`src/rtl/wb_pipe_master_if.sv`:
```
// Command, response and Wishbone pipelined bus bundle for wb_pipe_master.
// Signal suffixes are relative to the master: *_i flows into it, *_o flows out.
interface wb_pipe_master_if #(
    parameter int unsigned ADDR_W = 9,
    parameter int unsigned DATA_W = 32
);
    logic                  cmd_valid_i;
    logic                  cmd_ready_o;
    logic                  cmd_we_i;
    logic [ADDR_W-1:0]     cmd_addr_i;
    logic [DATA_W/8-1:0]   cmd_sel_i;
    logic [DATA_W-1:0]     cmd_data_i;

    logic                  rsp_valid_o;
    logic                  rsp_ready_i;
    logic [DATA_W-1:0]     rsp_data_o;
    logic                  rsp_we_o;
    logic                  rsp_err_o;

    logic                  wb_stb_o;
    logic                  wb_we_o;
    logic [ADDR_W-1:0]     wb_addr_o;
    logic [DATA_W/8-1:0]   wb_sel_o;
    logic [DATA_W-1:0]     wb_data_o;
    logic                  wb_stall_i;
    logic                  wb_ack_i;
    logic [DATA_W-1:0]     wb_data_i;

    modport master (
        input  cmd_valid_i, cmd_we_i, cmd_addr_i, cmd_sel_i, cmd_data_i,
        output cmd_ready_o,
        input  rsp_ready_i,
        output rsp_valid_o, rsp_data_o, rsp_we_o, rsp_err_o,
        output wb_stb_o, wb_we_o, wb_addr_o, wb_sel_o, wb_data_o,
        input  wb_stall_i, wb_ack_i, wb_data_i
    );

    modport slave (
        output cmd_valid_i, cmd_we_i, cmd_addr_i, cmd_sel_i, cmd_data_i,
        input  cmd_ready_o,
        output rsp_ready_i,
        input  rsp_valid_o, rsp_data_o, rsp_we_o, rsp_err_o,
        input  wb_stb_o, wb_we_o, wb_addr_o, wb_sel_o, wb_data_o,
        output wb_stall_i, wb_ack_i, wb_data_i
    );
endinterface

```
`src/rtl/wb_pipe_master.sv`:
```
// Single-outstanding Wishbone pipelined master: command -> bus request -> response.
// Optional ack timeout enabled by defining WB_MASTER_TIMEOUT_EN.
module wb_pipe_master #(
    parameter int unsigned ADDR_W      = 9,
    parameter int unsigned DATA_W      = 32,
    parameter int unsigned TIMEOUT_CYC = 16
) (
    input  logic             clk_i,
    input  logic             rst_n_i,
    wb_pipe_master_if.master bus
);
    localparam int unsigned SEL_W = DATA_W / 8;

    typedef enum logic [1:0] {
        IDLE     = 2'd0,
        REQ      = 2'd1,
        WAIT_ACK = 2'd2,
        RESP     = 2'd3
    } state_t;

    state_t              r_state;
    state_t              w_next;

    logic                w_cmd_ready;
    logic                w_cmd_fire;
    logic                w_req_fire;
    logic                w_ack_fire;
    logic                w_timeout;

    logic                r_wb_we;
    logic [ADDR_W-1:0]   r_wb_addr;
    logic [SEL_W-1:0]    r_wb_sel;
    logic [DATA_W-1:0]   r_wb_data;
    logic [DATA_W-1:0]   r_rsp_data;
    logic                r_rsp_we;

    if (TIMEOUT_CYC < 3) begin : g_timeout_range
        $error("wb_pipe_master: TIMEOUT_CYC must be at least 3");
    end

    // Ready is masked by reset so no command can be offered while held in reset.
    assign w_cmd_ready = (r_state == IDLE) && rst_n_i;
    assign w_cmd_fire  = w_cmd_ready && bus.cmd_valid_i;
    assign w_req_fire  = (r_state == REQ) && !bus.wb_stall_i;
    assign w_ack_fire  = (r_state == WAIT_ACK) && bus.wb_ack_i;

    always_ff @(posedge clk_i or negedge rst_n_i) begin
        if (!rst_n_i) begin
            r_state <= IDLE;
        end else begin
            r_state <= w_next;
        end
    end

    always_comb begin
        w_next = r_state;
        unique case (r_state)
            IDLE:     if (bus.cmd_valid_i)             w_next = REQ;
            REQ:      if (!bus.wb_stall_i)             w_next = WAIT_ACK;
            WAIT_ACK: if (bus.wb_ack_i || w_timeout)   w_next = RESP;
            RESP:     if (bus.rsp_ready_i)             w_next = IDLE;
            default:                                   w_next = IDLE;
        endcase
    end

    always_ff @(posedge clk_i or negedge rst_n_i) begin
        if (!rst_n_i) begin
            r_wb_we    <= 1'b0;
            r_wb_addr  <= '0;
            r_wb_sel   <= '0;
            r_wb_data  <= '0;
            r_rsp_data <= '0;
            r_rsp_we   <= 1'b0;
        end else begin
            if (w_cmd_fire) begin
                r_wb_we   <= bus.cmd_we_i;
                r_wb_addr <= bus.cmd_addr_i;
                r_wb_sel  <= bus.cmd_sel_i;
                r_wb_data <= bus.cmd_we_i ? bus.cmd_data_i : {DATA_W{1'b0}};
            end
            if (w_ack_fire) begin
                r_rsp_data <= r_wb_we ? {DATA_W{1'b0}} : bus.wb_data_i;
                r_rsp_we   <= r_wb_we;
            end else if (w_timeout) begin
                r_rsp_data <= '0;
                r_rsp_we   <= r_wb_we;
            end
        end
    end

`ifdef WB_MASTER_TIMEOUT_EN
    localparam int unsigned CNT_W     = $clog2(TIMEOUT_CYC + 1);
    localparam int unsigned TO_LAST_I = (TIMEOUT_CYC > 3) ? TIMEOUT_CYC - 3 : 0;
    localparam logic [CNT_W-1:0] TO_LAST = CNT_W'(TO_LAST_I);

    logic [CNT_W-1:0] r_to_cnt;
    logic             r_rsp_err;

    // Threshold is offset by the IDLE->REQ->WAIT_ACK cycles so an unstalled,
    // unacked request reports its error TIMEOUT_CYC cycles after command accept.
    assign w_timeout = (r_state == WAIT_ACK) && !bus.wb_ack_i && (r_to_cnt == TO_LAST);

    always_ff @(posedge clk_i or negedge rst_n_i) begin
        if (!rst_n_i) begin
            r_to_cnt <= '0;
        end else if ((r_state != WAIT_ACK) || bus.wb_ack_i) begin
            r_to_cnt <= '0;
        end else begin
            r_to_cnt <= r_to_cnt + CNT_W'(1);
        end
    end

    always_ff @(posedge clk_i or negedge rst_n_i) begin
        if (!rst_n_i) begin
            r_rsp_err <= 1'b0;
        end else if (w_ack_fire) begin
            r_rsp_err <= 1'b0;
        end else if (w_timeout) begin
            r_rsp_err <= 1'b1;
        end
    end

    assign bus.rsp_err_o = r_rsp_err;
`else
    assign w_timeout     = 1'b0;
    assign bus.rsp_err_o = 1'b0;
`endif

    assign bus.cmd_ready_o = w_cmd_ready;
    assign bus.wb_stb_o    = (r_state == REQ);
    assign bus.wb_we_o     = r_wb_we;
    assign bus.wb_addr_o   = r_wb_addr;
    assign bus.wb_sel_o    = r_wb_sel;
    assign bus.wb_data_o   = r_wb_data;
    assign bus.rsp_valid_o = (r_state == RESP);
    assign bus.rsp_data_o  = r_rsp_data;
    assign bus.rsp_we_o    = r_rsp_we;
endmodule

```
`src/flat_wrapper.sv`:
```
// flat-port wrapper written by rule: the top's interface ports become plain ports
module wb_pipe_master_flat 
#(
    parameter int unsigned ADDR_W      = 9,
    parameter int unsigned DATA_W      = 32,
    parameter int unsigned TIMEOUT_CYC = 16
)
  (clk_i, rst_n_i, bus_cmd_valid_i, bus_cmd_we_i, bus_cmd_addr_i, bus_cmd_sel_i, bus_cmd_data_i, bus_cmd_ready_o, bus_rsp_ready_i, bus_rsp_valid_o, bus_rsp_data_o, bus_rsp_we_o, bus_rsp_err_o, bus_wb_stb_o, bus_wb_we_o, bus_wb_addr_o, bus_wb_sel_o, bus_wb_data_o, bus_wb_stall_i, bus_wb_ack_i, bus_wb_data_i);
  wb_pipe_master_if #(.ADDR_W(ADDR_W), .DATA_W(DATA_W)) bus_i ();
  input  logic clk_i;
  input  logic rst_n_i;
  input wire logic [$bits(bus_i.cmd_valid_i)-1:0] bus_cmd_valid_i;
  input wire logic [$bits(bus_i.cmd_we_i)-1:0] bus_cmd_we_i;
  input wire logic [$bits(bus_i.cmd_addr_i)-1:0] bus_cmd_addr_i;
  input wire logic [$bits(bus_i.cmd_sel_i)-1:0] bus_cmd_sel_i;
  input wire logic [$bits(bus_i.cmd_data_i)-1:0] bus_cmd_data_i;
  output wire logic [$bits(bus_i.cmd_ready_o)-1:0] bus_cmd_ready_o;
  input wire logic [$bits(bus_i.rsp_ready_i)-1:0] bus_rsp_ready_i;
  output wire logic [$bits(bus_i.rsp_valid_o)-1:0] bus_rsp_valid_o;
  output wire logic [$bits(bus_i.rsp_data_o)-1:0] bus_rsp_data_o;
  output wire logic [$bits(bus_i.rsp_we_o)-1:0] bus_rsp_we_o;
  output wire logic [$bits(bus_i.rsp_err_o)-1:0] bus_rsp_err_o;
  output wire logic [$bits(bus_i.wb_stb_o)-1:0] bus_wb_stb_o;
  output wire logic [$bits(bus_i.wb_we_o)-1:0] bus_wb_we_o;
  output wire logic [$bits(bus_i.wb_addr_o)-1:0] bus_wb_addr_o;
  output wire logic [$bits(bus_i.wb_sel_o)-1:0] bus_wb_sel_o;
  output wire logic [$bits(bus_i.wb_data_o)-1:0] bus_wb_data_o;
  input wire logic [$bits(bus_i.wb_stall_i)-1:0] bus_wb_stall_i;
  input wire logic [$bits(bus_i.wb_ack_i)-1:0] bus_wb_ack_i;
  input wire logic [$bits(bus_i.wb_data_i)-1:0] bus_wb_data_i;
  assign bus_i.cmd_valid_i = bus_cmd_valid_i;
  assign bus_i.cmd_we_i = bus_cmd_we_i;
  assign bus_i.cmd_addr_i = bus_cmd_addr_i;
  assign bus_i.cmd_sel_i = bus_cmd_sel_i;
  assign bus_i.cmd_data_i = bus_cmd_data_i;
  assign bus_cmd_ready_o = bus_i.cmd_ready_o;
  assign bus_i.rsp_ready_i = bus_rsp_ready_i;
  assign bus_rsp_valid_o = bus_i.rsp_valid_o;
  assign bus_rsp_data_o = bus_i.rsp_data_o;
  assign bus_rsp_we_o = bus_i.rsp_we_o;
  assign bus_rsp_err_o = bus_i.rsp_err_o;
  assign bus_wb_stb_o = bus_i.wb_stb_o;
  assign bus_wb_we_o = bus_i.wb_we_o;
  assign bus_wb_addr_o = bus_i.wb_addr_o;
  assign bus_wb_sel_o = bus_i.wb_sel_o;
  assign bus_wb_data_o = bus_i.wb_data_o;
  assign bus_i.wb_stall_i = bus_wb_stall_i;
  assign bus_i.wb_ack_i = bus_wb_ack_i;
  assign bus_i.wb_data_i = bus_wb_data_i;
  wb_pipe_master #(.ADDR_W(ADDR_W), .DATA_W(DATA_W), .TIMEOUT_CYC(TIMEOUT_CYC)) u_core (.clk_i(clk_i), .rst_n_i(rst_n_i), .bus(bus_i));
endmodule
```
`config.mk`:
```
export PLATFORM = sky130hd
export DESIGN_NAME = wb_pipe_master_flat
export DESIGN_NICKNAME = d
export VERILOG_FILES = /design/src/rtl/wb_pipe_master_if.sv /design/src/rtl/wb_pipe_master.sv /design/src/flat_wrapper.sv
export SDC_FILE = /design/constraint.sdc
export NUM_CORES = 1
export LEC_CHECK = 0
export CORE_MARGIN = 2
export CORE_UTILIZATION = 36
export CTS_CLUSTER_DIAMETER = 120
export CTS_CLUSTER_SIZE = 24
export DETAILED_ROUTE_END_ITERATION = 10
export PLACE_DENSITY = 0.77
export SYNTH_ARGS = -nofsm -noshare
export SYNTH_HDL_FRONTEND = slang
export SYNTH_SLANG_ARGS = --single-unit
export TNS_END_PERCENT = 20
```
`constraint.sdc`:
```
create_clock -name clk_i -period 1.32 [get_ports clk_i]
set_input_delay 0.264 -clock clk_i [delete_from_list [all_inputs] [get_ports clk_i]]
set_output_delay 0.264 -clock clk_i [all_outputs]
set_load 0.02 [all_outputs]
```
# == Yosys cells after proc, flatten, opt, wreduce, memory -nomap -nowiden ==
# Index checks and enable logic that the tools add are counted.
# totals
elab_cells,26
regBits,81
ram_bits,0
latch_bits,0
n_memories,0
in_bits,84
out_inout_bits,83
rom_bits,0
# op_classes
n_reduce_logical,5
add_sub_neg,0
div,0
shifts,0
n_eq_ne,7
n_lt_le_gt_ge,0
mux,7
bitwise_logic,0
multipliers,0
# op_table
cell,n
$mux W32,2
$mux W2,4
$ne A2 B2 Y1 const B,4
$pmux W2 S4,1
$eq A2 B2 Y1 const B,2
$reduce_and A4 Y1,1
$logic_and A1 B1 Y1,3
$eq A2 B1 Y1 const B,1
$logic_not A2 Y1,1

# == Depth between registers and ports, before layout ==
# logic_depth
depth_word,3
mapped_depth,7
depth_no_buf,5

# == Worst setup path after synthesis ==
# No wires, ideal clock.
# synth_path
path_type,register to register
start,register u_core.r_state[1]
end,register u_core.r_state[1]
setup_ns,0.125
path_stages_with_launch,5
t_arrival_ns,1.317
slack_ns,-0.122
synth_period_minus_slack_ns,1.442
path_buffers,0
required_ns,1.195
cell_sequence,dfrtp_1 ha_1 inv_1 o2111ai_1 mux2_2
# synth_between
elab_chain_len,3
word_cells_on_any_way,10
classes_between,eq/ne (7); mux (1); reduce/logical (2)
# synth_lines
item,line_no,text
from (decl),wb_pipe_master.sv:21,state_t r_state;
from (signal assigned),wb_pipe_master.sv:51,r_state <= w_next;
$eq A2 B2 Y1 (*),--,
via bus_rsp_valid_o,flat_wrapper.sv:19,output wire logic [$bits(bus_i.rsp_valid_o)-1:0] bus_rsp_valid_o;
$ne A2 B2 Y1 (no line),--,
$reduce_and A4 Y1 (no line),--,
# The timed path passes the listed nets; every way through them passes the cells marked *.
# A chain may end at the register's enable or synchronous reset.

# == Final worst setup path ==
# layout_path
start,register u_core.r_state[0]
end,output bus_cmd_ready_o
# layout_between
elab_chain_len,2
# layout_lines
item,line_no,text
$logic_not A2 Y1,wb_pipe_master.sv:42,assign w_cmd_ready = (r_state == IDLE) && rst_n_i;
$logic_and A1 B1 Y1,wb_pipe_master.sv:42,
to (decl),flat_wrapper.sv:17,output wire logic [$bits(bus_i.cmd_ready_o)-1:0] bus_cmd_ready_o;
# No other way between the ends.

==> impl_metrics.xml <==
<?xml version="1.0" encoding="UTF-8"?>
<metrics>
  <group name="pwr">
    <metric name="vdd_ir_drop_max" unit="uV">1080</metric>
    <metric name="leakage" unit="nW">2.60</metric>
    <metric name="cellPowerDensity" unit="nW/um^2">2270</metric>
  </group>
  <group name="global_routing">
    <metric name="globalRoute.totalOverflow" unit="">0</metric>
    <metric name="grt_use_total" unit="">0.165</metric>
    <metric name="grt_use_met3" unit="">0.0492</metric>
    <metric name="grt_pass1_wl" unit="mm">13.4</metric>
    <metric name="most_used_routing_layer_in_global_routing" unit="">met2</metric>
    <metric name="first_global_vias" unit="">2864</metric>
    <metric name="grt_max_degree" unit="">77</metric>
    <metric name="grtUsageMet1" unit="">0.205</metric>
    <metric name="met2_usage_in_global_routing" unit="">0.279</metric>
    <metric name="antenna_found_initial" unit="">0</metric>
  </group>
  <group name="finish">
    <metric name="multiInputGateArea" unit="sq um">1330</metric>
    <metric name="mostFrequentLayoutCell" unit="">nand2_1</metric>
    <metric name="final_cell_mix" unit="">97 x nand2_1, 82 x clkdlybuf4s50_1, 80 x dfrtp_1</metric>
    <metric name="layout_nets" unit="">596</metric>
    <metric name="seq_area" unit="sq um">2030</metric>
    <metric name="finalNonFillerCells" unit="">623</metric>
    <metric name="final_core_utilization" unit="">0.595</metric>
    <metric name="num_antenna_cells" unit="">0</metric>
    <metric name="final.fill_count" unit="">821</metric>
    <metric name="drive_above_1_share" unit="">0.242</metric>
    <metric name="flow.area_growth_from_synthesis" unit="%">61.2</metric>
  </group>
  <group name="drt">
    <metric name="route.final.wire_length" unit="mm">9.05</metric>
    <metric name="count_of_nets_left_with_antenna_violations_after_detail_routing" unit="">0</metric>
    <metric name="num_vias" unit="">2879</metric>
    <metric name="drc" unit="">0</metric>
    <metric name="drt_first_iter_violations" unit="">71</metric>
    <metric name="post_drt_wl_per_cell" unit="um">14.5</metric>
    <metric name="drt-pass1-iter-count" unit="">4</metric>
    <metric name="viasPerCell" unit="">4.62</metric>
  </group>
  <group name="placement">
    <metric name="dp_hpwl" unit="mm">6.34</metric>
    <metric name="gp_congestion" unit="">0.781</metric>
    <metric name="place.port_buffers" unit="">165</metric>
    <metric name="place_inst" unit="">600</metric>
  </group>
  <group name="worst_setup_path">
    <metric name="worst_r2r_startpoint" unit="">u_core.r_state[0]</metric>
    <metric name="cp.arrival" unit="ns">1.20</metric>
    <metric name="critical_path_max_stage_delay" unit="ns">0.42</metric>
    <metric name="critPathCaptureType" unit="">output pin</metric>
    <metric name="worst_r2r_path_depth" unit="">6</metric>
    <metric name="worstPathMaxFanout" unit="">2</metric>
    <metric name="critPathLaunchType" unit="">flop</metric>
    <metric name="crit_startpoint" unit="">u_core.r_state[0]</metric>
    <metric name="timing.critical_path.slowest_stage_cell" unit="">dfrtp_2</metric>
    <metric name="timing.critical_path.to" unit="">bus_cmd_ready_o</metric>
    <metric name="worstSetupPathType" unit="">reg2out</metric>
    <metric name="r2r_slack" unit="ns">-0.14</metric>
    <metric name="path_cells" unit="">inv_2 &gt; ha_4 &gt; and2_4 &gt; buf_6</metric>
    <metric name="cp.required" unit="ns">1.06</metric>
    <metric name="regToRegEndpoint" unit="">u_core.bus.wb_sel_o[1]</metric>
  </group>
  <group name="sta">
    <metric name="max_slew.worst_pin.slew" unit="ns">0.940</metric>
    <metric name="number_of_failing_hold_endpoints_at_the_final_stage" unit="">0</metric>
    <metric name="postLayoutSetupSlackWorst" unit="ns">-0.140</metric>
    <metric name="slew_headroom" unit="">0.373</metric>
    <metric name="setup-violations-final" unit="">48</metric>
    <metric name="post-route-period-util" unit="">1.11</metric>
    <metric name="tmin_final" unit="ns">1.46</metric>
    <metric name="slew_violations" unit="">0</metric>
    <metric name="whs" unit="ns">0.197</metric>
    <metric name="clock-skew-final" unit="ns">0.0107</metric>
    <metric name="fmax" unit="MHz">685</metric>
    <metric name="rsz0062_at_grt" unit="">yes</metric>
    <metric name="totalNegativeSetupSlack" unit="ns">-4.83</metric>
  </group>
  <group name="clocking">
    <metric name="clk_pin_slew_worst_paths" unit="ns">0.09</metric>
    <metric name="cts_num_sinks" unit="">81</metric>
    <metric name="clk_root_buffer_cell" unit="">clkbuf_8</metric>
    <metric name="clock_tree_from_tritoncts" unit="">yes</metric>
    <metric name="cts_made_buffers" unit="">9</metric>
    <metric name="htree_num_levels" unit="">3</metric>
    <metric name="insertion_delay" unit="ns">0.33</metric>
    <metric name="cts_buffer_depth" unit="">2</metric>
  </group>
  <group name="synthesis">
    <metric name="synthesis.nets" unit="">417</metric>
    <metric name="synthCells" unit="">329</metric>
    <metric name="yosysUniqueCellTypes" unit="">20</metric>
    <metric name="postSynthAreaPerCell" unit="sq um">10.3</metric>
    <metric name="yosys_register_bits" unit="">81</metric>
    <metric name="ys_warn_count" unit="">0</metric>
    <metric name="synth-seq-area-share" unit="">0.597</metric>
    <metric name="synth_area" unit="sq um">3390</metric>
  </group>
  <group name="outcome">
    <metric name="violations" unit="">negative setup slack</metric>
    <metric name="run_status" unit="">finished, violations left</metric>
  </group>
  <group name="die">
    <metric name="starting_utilization_of_the_core_area" unit="">0.369</metric>
    <metric name="dieArea" unit="sq um">10200</metric>
    <metric name="number_of_standard_cell_rows_in_the_floorplan" unit="">35</metric>
    <metric name="io_pins" unit="">167</metric>
    <metric name="core-area" unit="sq um">9200</metric>
    <metric name="die_outline_height" unit="um">101</metric>
    <metric name="width_of_the_die" unit="um">101</metric>
  </group>
  <group name="flow_run">
    <metric name="maxCapViolations" unit="">0</metric>
  </group>
  <group name="hold_path">
    <metric name="hold_path_class" unit="">in2async</metric>
  </group>
</metrics>
-- power by group --
group	internal [mW]	switching [mW]
Clock	1.06	0.876
Combinational	2.80	3.40
Sequential	3.65	0.644
Total	7.51	4.92
-- logic make-up after synthesis --
| group | after synthesis | synth area share |
|---|---|---|
| other cells | 1 | 0.00110 |
| mux | 17 | 0.0715 |
| simple gates | 135 | 0.177 |
| flops | 81 | 0.597 |
| fa+ha+maj | 4 | 0.0147 |
| buf+inv | 26 | 0.0416 |
| compound gates | 65 | 0.0969 |
-- cells in the mapped netlist --
cell	number	area, sq um
and2_1	1	6.26
buf_1	1	3.75
buf_2	8	40.0
buf_4	1	7.51
buf_6	4	45.0
clkbuf_1	9	33.8
conb_1	1	3.75
dfrtp_1	81	2030
ha_1	4	50.1
inv_1	3	11.3
mux2_2	2	22.5
mux2_4	14	210
mux2i_1	1	10.0
nand2_1	98	368
nand2b_1	34	213
nand3_2	1	10.0
nor2_1	1	3.75
o2111ai_1	1	8.76
o21ai_0	58	290
o21ai_1	6	30.0
-- layer usage --
| metal | wire length, um | vias up |
|---|---|---|
| li1 | - | 1420 |
| met1 | 3820 | 1348 |
| met2 | 4510 | 102 |
| met3 | 610 | 9 |
| met4 | 112 | 0 |
| met5 | 0 | - |
-- worst max-delay path, delay by kind of cell (launching register included) --
kind	cells	cell delay (ns)
buf+inv	2	0.19
flops	1	0.42
simple gates	1	0.13
fa+ha+maj	1	0.13
-- stage by stage --
stage	instance area, sq um	power (mW)	worst slack [ns]
detailed placement	5280	11.0	-0.236
global route	5470	13.2	-0.192
global placement	5280	10.8	-0.214
finish	5470	12.4	-0.140
CTS	5500	12.5	-0.174
floorplan	3450	7.68	-0.0167
-- cell type report --
class	count	area share
Multi-Input combinational cell	222	0.243
Inverter	3	0.00206
Timing Repair Buffer	191	0.321
Tap cell	111	0.0254
Clock inverter	5	0.0149
Clock buffer	10	0.0233
Sequential cell	81	0.371
-- timing repair --
action | CTS | global route
buffers inserted | 0 | 1
hold endpoints to repair | 5 | 0
setup endpoints to repair | 135 | 149
cloned | 0 | 6
gates resized for setup | 157 | 126
pin swaps | 3 | 4
hold buffers | 1 | 0
-- how the worst min path moves through the flow --
| stage | start | end | slack [ns] |
|---|---|---|---|
| finish | rst_n_i | u_core.bus.rsp_data_o[25] | 0.20 |
| detailed placement | rst_n_i | u_core.bus.wb_data_o[5] | 0.21 |
| floorplan | rst_n_i | u_core.bus.rsp_data_o[0] | -0.03 |
| CTS | rst_n_i | u_core.bus.rsp_data_o[26] | 0.24 |
| global placement | rst_n_i | u_core.r_state[1] | 0.21 |
| global route | rst_n_i | u_core.bus.rsp_data_o[25] | 0.28 |
-- state kept, by name, indices dropped and copies added, names as in the netlist --
name / count
u_core.bus.rsp_data_o: 32
u_core.bus.wb_addr_o: 9
u_core.bus.wb_we_o: 1
u_core.bus.wb_sel_o: 4
u_core.bus.rsp_we_o: 1
u_core.r_state: 2
u_core.bus.wb_data_o: 32
Note: power is estimated with default switching activity, not from simulation.
